$ cat src/rtl/namuru_time_base_pkg.sv
// Shared defaults for the namuru correlator time base: counter width, sample
// clock ratio and the power-on TIC / accumulation divide values.
package namuru_time_base_pkg;

    localparam int          DEF_CNT_W          = 24;
    localparam int          DEF_SC_DIV         = 7;
    localparam logic [23:0] DEF_TIC_DIVIDE     = 24'h3D08FF;
    localparam logic [23:0] DEF_ACCUM_DIVIDE   = 24'h4E1F;

endpackage

$ cat src/rtl/namuru_down_counter.sv
// Reloading down-counter: counts to zero, then reloads its divide value on the
// next enabled cycle. A load (resync) overrides everything but reset.
module namuru_down_counter
    import namuru_time_base_pkg::*;
#(
    parameter int W = DEF_CNT_W
) (
    input  logic         clk,
    input  logic         rstn,
    input  logic         en,
    input  logic         load,
    input  logic [W-1:0] data,
    output logic [W-1:0] q,
    output logic         zero
);

    assign zero = (q == '0);

    always_ff @(posedge clk or negedge rstn) begin
        if (!rstn) begin
            q <= '0;
        end else if (load) begin
            q <= data;
        end else if (en) begin
            if (zero) begin
                q <= data;
            end else begin
                q <= q - W'(1);
            end
        end
    end

endmodule

$ cat src/rtl/namuru_time_base_gen.sv
// Correlator time base: sample clock / accumulator sample enable, preTIC and
// delayed TIC with a running TIC number, and N_ACC accumulation strobes.
module namuru_time_base_gen
    import namuru_time_base_pkg::*;
#(
    parameter int CNT_W        = DEF_CNT_W,
    parameter int SC_DIV       = DEF_SC_DIV,
    parameter int SC_W         = 4,
    parameter int SC_CLK_PHASE = 0,
    parameter int SC_ACC_PHASE = 3,
    parameter int N_ACC        = 2,
    parameter int TIC_LEAD     = 1,
    parameter int TICN_W       = 32
) (
    input  logic                   clk,
    input  logic                   rstn,
    input  logic                   enable,
    input  logic                   resync,
    input  logic [CNT_W-1:0]       tic_divide,
    input  logic [N_ACC*CNT_W-1:0] accum_divide,
    output logic                   sample_clk,
    output logic                   accum_sample_enable,
    output logic                   pre_tic_enable,
    output logic                   tic_enable,
    output logic [N_ACC-1:0]       accum_enable,
    output logic [CNT_W-1:0]       tic_count,
    output logic [N_ACC*CNT_W-1:0] accum_count,
    output logic [TICN_W-1:0]      tic_number
);

    logic [SC_W-1:0]     sc;
    logic                tic_zero;
    logic [TIC_LEAD-1:0] tic_dly;
    logic [N_ACC-1:0]    acc_zero;

    // Sample counter: modulo SC_DIV, decodes held while frozen.
    always_ff @(posedge clk or negedge rstn) begin
        if (!rstn) begin
            sc <= '0;
        end else if (resync) begin
            sc <= '0;
        end else if (enable) begin
            if (sc == SC_W'(SC_DIV - 1)) begin
                sc <= '0;
            end else begin
                sc <= sc + SC_W'(1);
            end
        end
    end

    assign sample_clk          = (sc == SC_W'(SC_CLK_PHASE));
    assign accum_sample_enable = (sc == SC_W'(SC_ACC_PHASE));

    namuru_down_counter #(.W(CNT_W)) u_tic_cnt (
        .clk  (clk),
        .rstn (rstn),
        .en   (enable),
        .load (resync),
        .data (tic_divide),
        .q    (tic_count),
        .zero (tic_zero)
    );

    assign pre_tic_enable = tic_zero & enable;

    // Delay line clears on resync so a preTIC seen in that cycle never becomes a TIC.
    always_ff @(posedge clk or negedge rstn) begin
        if (!rstn) begin
            tic_dly <= '0;
        end else if (resync) begin
            tic_dly <= '0;
        end else if (enable) begin
            tic_dly[0] <= pre_tic_enable;
            for (int i = 1; i < TIC_LEAD; i++) begin
                tic_dly[i] <= tic_dly[i-1];
            end
        end
    end

    assign tic_enable = tic_dly[TIC_LEAD-1] & enable;

    always_ff @(posedge clk or negedge rstn) begin
        if (!rstn) begin
            tic_number <= '0;
        end else if (resync) begin
            tic_number <= '0;
        end else if (tic_enable) begin
            tic_number <= tic_number + TICN_W'(1);
        end
    end

    for (genvar k = 0; k < N_ACC; k++) begin : g_acc
        namuru_down_counter #(.W(CNT_W)) u_acc_cnt (
            .clk  (clk),
            .rstn (rstn),
            .en   (enable),
            .load (resync),
            .data (accum_divide[k*CNT_W +: CNT_W]),
            .q    (accum_count[k*CNT_W +: CNT_W]),
            .zero (acc_zero[k])
        );
        assign accum_enable[k] = acc_zero[k] & enable;
    end

endmodule

$ cat config.mk
export PLATFORM = sky130hd
export DESIGN_NAME = namuru_time_base_gen
export DESIGN_NICKNAME = d
export VERILOG_FILES = /design/src/rtl/namuru_time_base_pkg.sv /design/src/rtl/namuru_down_counter.sv /design/src/rtl/namuru_time_base_gen.sv
export SDC_FILE = /design/constraint.sdc
export NUM_CORES = 1
export LEC_CHECK = 0
export CELL_PAD_IN_SITES_DETAIL_PLACEMENT = 0
export CELL_PAD_IN_SITES_GLOBAL_PLACEMENT = 1
export CORE_MARGIN = 3
export CORE_UTILIZATION = 40
export CTS_BUF_LIST = sky130_fd_sc_hd__clkbuf_8
export DETAILED_ROUTE_END_ITERATION = 16
export DONT_BUFFER_PORTS = 1
export PLACE_DENSITY = 0.69
export SKIP_CTS_REPAIR_TIMING = 1
export SYNTH_ARGS = -nofsm -noshare
export SYNTH_HDL_FRONTEND = slang
export SYNTH_SLANG_ARGS = --single-unit
$ cat constraint.sdc
create_clock -name clk -period 5.9 [get_ports clk]
set_clock_uncertainty 0.1 [all_clocks]
set_input_delay 1.18 -clock clk [delete_from_list [all_inputs] [get_ports clk]]
set_output_delay 1.18 -clock clk [all_outputs]
set_load 0.05 [all_outputs]
==> impl_results.md <==
- H-tree Lvls: 3
- Pwr dens: 261.9 nW/um^2
- Die Width: between 100 and 150 um
- EDFF count, synth: 0
- Tcrit/Tclk final: between 80% and 90%
- Setup WS pre-CTS: 1.535 ns
- RSZ-0062 raised after global routing: false
- Flops & latches, synth: 109
- Final WL: 22180 um
- Share of cells above drive strength 1: 5.987%
- Leak pwr: 2.662 nW
- Largest net degree at the start of global routing: 110
- Cell count after synthesis: 802
- DRC violations left: 0
- Min Tclk post-route: 4.822 ns
- Crit end category: output port
- R2R depth: 7
- Max VDD drop: roughly 140 uV
- Area growth, synth to finish: 6.166%
- I/O pins: 186
- Number of detailed-route iterations in the first pass: 7
- GRT overflow: 0
- Setup ws final: 1.078 ns
- Vias per cell: 6.282
- CTS tree: done
- # port buffers: 0
- R2R Path End: tic_dly
- Sequential cell area fraction in the yosys report: 40.01%
- Worst path arrival time: 3.54 ns
- Post-DRT Antenna Nets: 0
- Power, Total: 0.001896 W
- Initial antenna violation count: 0
- Final hold slack: 0.3562 ns
- Startpoint Class: flop
- Starting Density: 40.97%
- Worst-Skew Late Latency: 0.40 ns
- Ant diodes: 0
- R2r startpoint: u_tic_cnt.q[0]
- Setup violations, final: 0
- GRT Resource Usage Total: 23.30%
- Peak Freq: between 200 and 250 MHz
- Min-Delay Path Class: input pin to async pin
- Die area: around 19000 um^2
- Cell Area, Synth: ~7000 um^2
- Chip height: 136.6 um
- Worst Tran Pin Value: 1.105 ns
- Hpwl dp: 15430 um
- Warnings from Yosys: 0
- Gp weighted congestion: 0.8742
- Via count: 6313
- Vias in the first global route: between 6000 and 7000
- Core area: 16640 um^2
- Run status: completed
- CTS Root Cell: clkbuf_8
- Clk sinks: approximately 110
- Syn Area/Cell: 8.501 um^2
- Ys async rst share: 100.0%
- Global-route wire length before repair: 34250 um
- Clk buf depth: 2
- Row count: 47
- Synth cell types: 65
- TritonCTS buffer count: 9
- Max-slew violations: 0
- Max-cap violations: 0
- Crit Path Category: flop to output port
- Layout Nets: 866
- Endpoints failing hold: 0
- Setup TNS: 0 ns
- Iteration-0 DRC Markers: between 300 and 400
- Post-layout util: 43.49%
- Slew headroom: between 20% and 30%
- Required @ worst endpoint: between 4 and 5 ns
- Clock transition at the registers of the reported paths: 0.12 ns
- Syn nets: 888
- WL/cell: approximately 22 um
- R2R setup slack: 2.35 ns
- Ys flop type: dfrtp_1
- Crit path max fanout: 8
[cell families after synthesis]
group,after synthesis,share of synthesized area [%]
simple gates,377,29.01
xor+xnor,30,3.854
mux,18,2.734
fa+ha+maj,10,1.835
flops,109,40.01
buf+inv,72,4.074
compound gates,186,18.48
[cells in the final DEF, fill, tap and decap left out, types with 7 or more instances in the layout]
cell / n
a21oi_1: 30
a22oi_1: 11
a2bb2oi_1: 8
a31oi_1: 9
and3_1: 7
and4_1: 11
buf_4: 11
clkbuf_8: 9
dfrtp_1: 109
ha_1: 10
inv_1: 28
mux2i_1: 13
nand2_1: 75
nand3_1: 41
nand4_1: 24
nor2_1: 73
nor3_1: 42
nor4_1: 33
o211ai_1: 10
o21ai_0: 47
o22a_1: 9
or3_1: 13
or4_1: 18
xnor2_1: 15
xor2_1: 15
[routing by layer]
| layer | wire [um] | GRT usage (%) | part of all wire (%) |
|---|---|---|---|
| met1 | 9534 | 31.40 | 43 |
| met2 | 10370 | 36.45 | 47 |
| met3 | 1906 | 6.213 | 8.6 |
| met4 | 361 | 7.671 | 1.6 |
| met5 | 0 | 0 | 0 |
[worst max-delay path, cell delays in order (launching register included)]
cell and delay, ns:
dfrtp_1 0.61, inv_1 0.21, ha_1 0.16, nor4b_1 0.50, nand4b_1 0.38, or2_2 0.44, nor2_1 0.83
[power breakdown]
part	internal [W]	leakage [nW]	switching (W)
logic	0.000106	1.21	0.000138
clock network	0.000203	0.101	0.000298
registers	0.000804	1.35	0.000347
[synth_stat cells, drive strengths merged (15+ instances only)]
| library cell | instances | area share [%] |
|---|---|---|
| nand4 | 24 | 2.2 |
| dfrtp | 109 | 40 |
| nor4 | 34 | 3.2 |
| nor2 | 74 | 4.1 |
| nand2 | 76 | 4.2 |
| xnor2 | 15 | 1.9 |
| a21oi | 30 | 2.2 |
| nor3 | 43 | 3.2 |
| nand3 | 41 | 3.0 |
| xor2 | 15 | 1.9 |
| or4 | 19 | 2.1 |
| inv | 28 | 1.5 |
| o21ai | 49 | 3.6 |
| clkbuf | 35 | 1.9 |
[worst max-delay path by stage]
stage | start | endpoint | slack [ns] | cells after the start
finish | u_tic_cnt.q[0] | pre_tic_enable | 1.08 | 6
global route | u_tic_cnt.q[0] | pre_tic_enable | 0.89 | 6
CTS | u_tic_cnt.q[0] | pre_tic_enable | 1.07 | 6
detailed placement | u_tic_cnt.q[0] | pre_tic_enable | 1.53 | 6
global placement | u_tic_cnt.q[0] | pre_tic_enable | 1.62 | 6
floorplan | enable | accum_enable[1] | 1.74 | 4
[state kept, by name, summed over array words and instances (netlist names)]
| name | count |
|---|---|
| g_acc.u_acc_cnt.q | 48 |
| tic_number | 32 |
| u_tic_cnt.q | 24 |
| sc | 4 |
| tic_dly | 1 |
[area by class of cell]
type / count / area [um^2]
Clock buffer: 9 / 123.9
Clock inverter: 7 / 81.33
Fill cell: 1631 / 9404
Inverter: 28 / 105.1
Multi-Input combinational cell: 621 / 3842
Sequential cell: 109 / 2728
Tap cell: 220 / 275.3
Timing Repair Buffer: 11 / 82.58
[through the flow]
step | area [um^2] | instances
2_1_floorplan | 6818 | 802
3_3_place_gp | 7033 | 989
3_5_place_dp | 7033 | 989
4_1_cts | 7238 | 1005
5_1_grt | 7238 | 1005
6_report | 7238 | 1005
(Power assumes the default switching activity.)
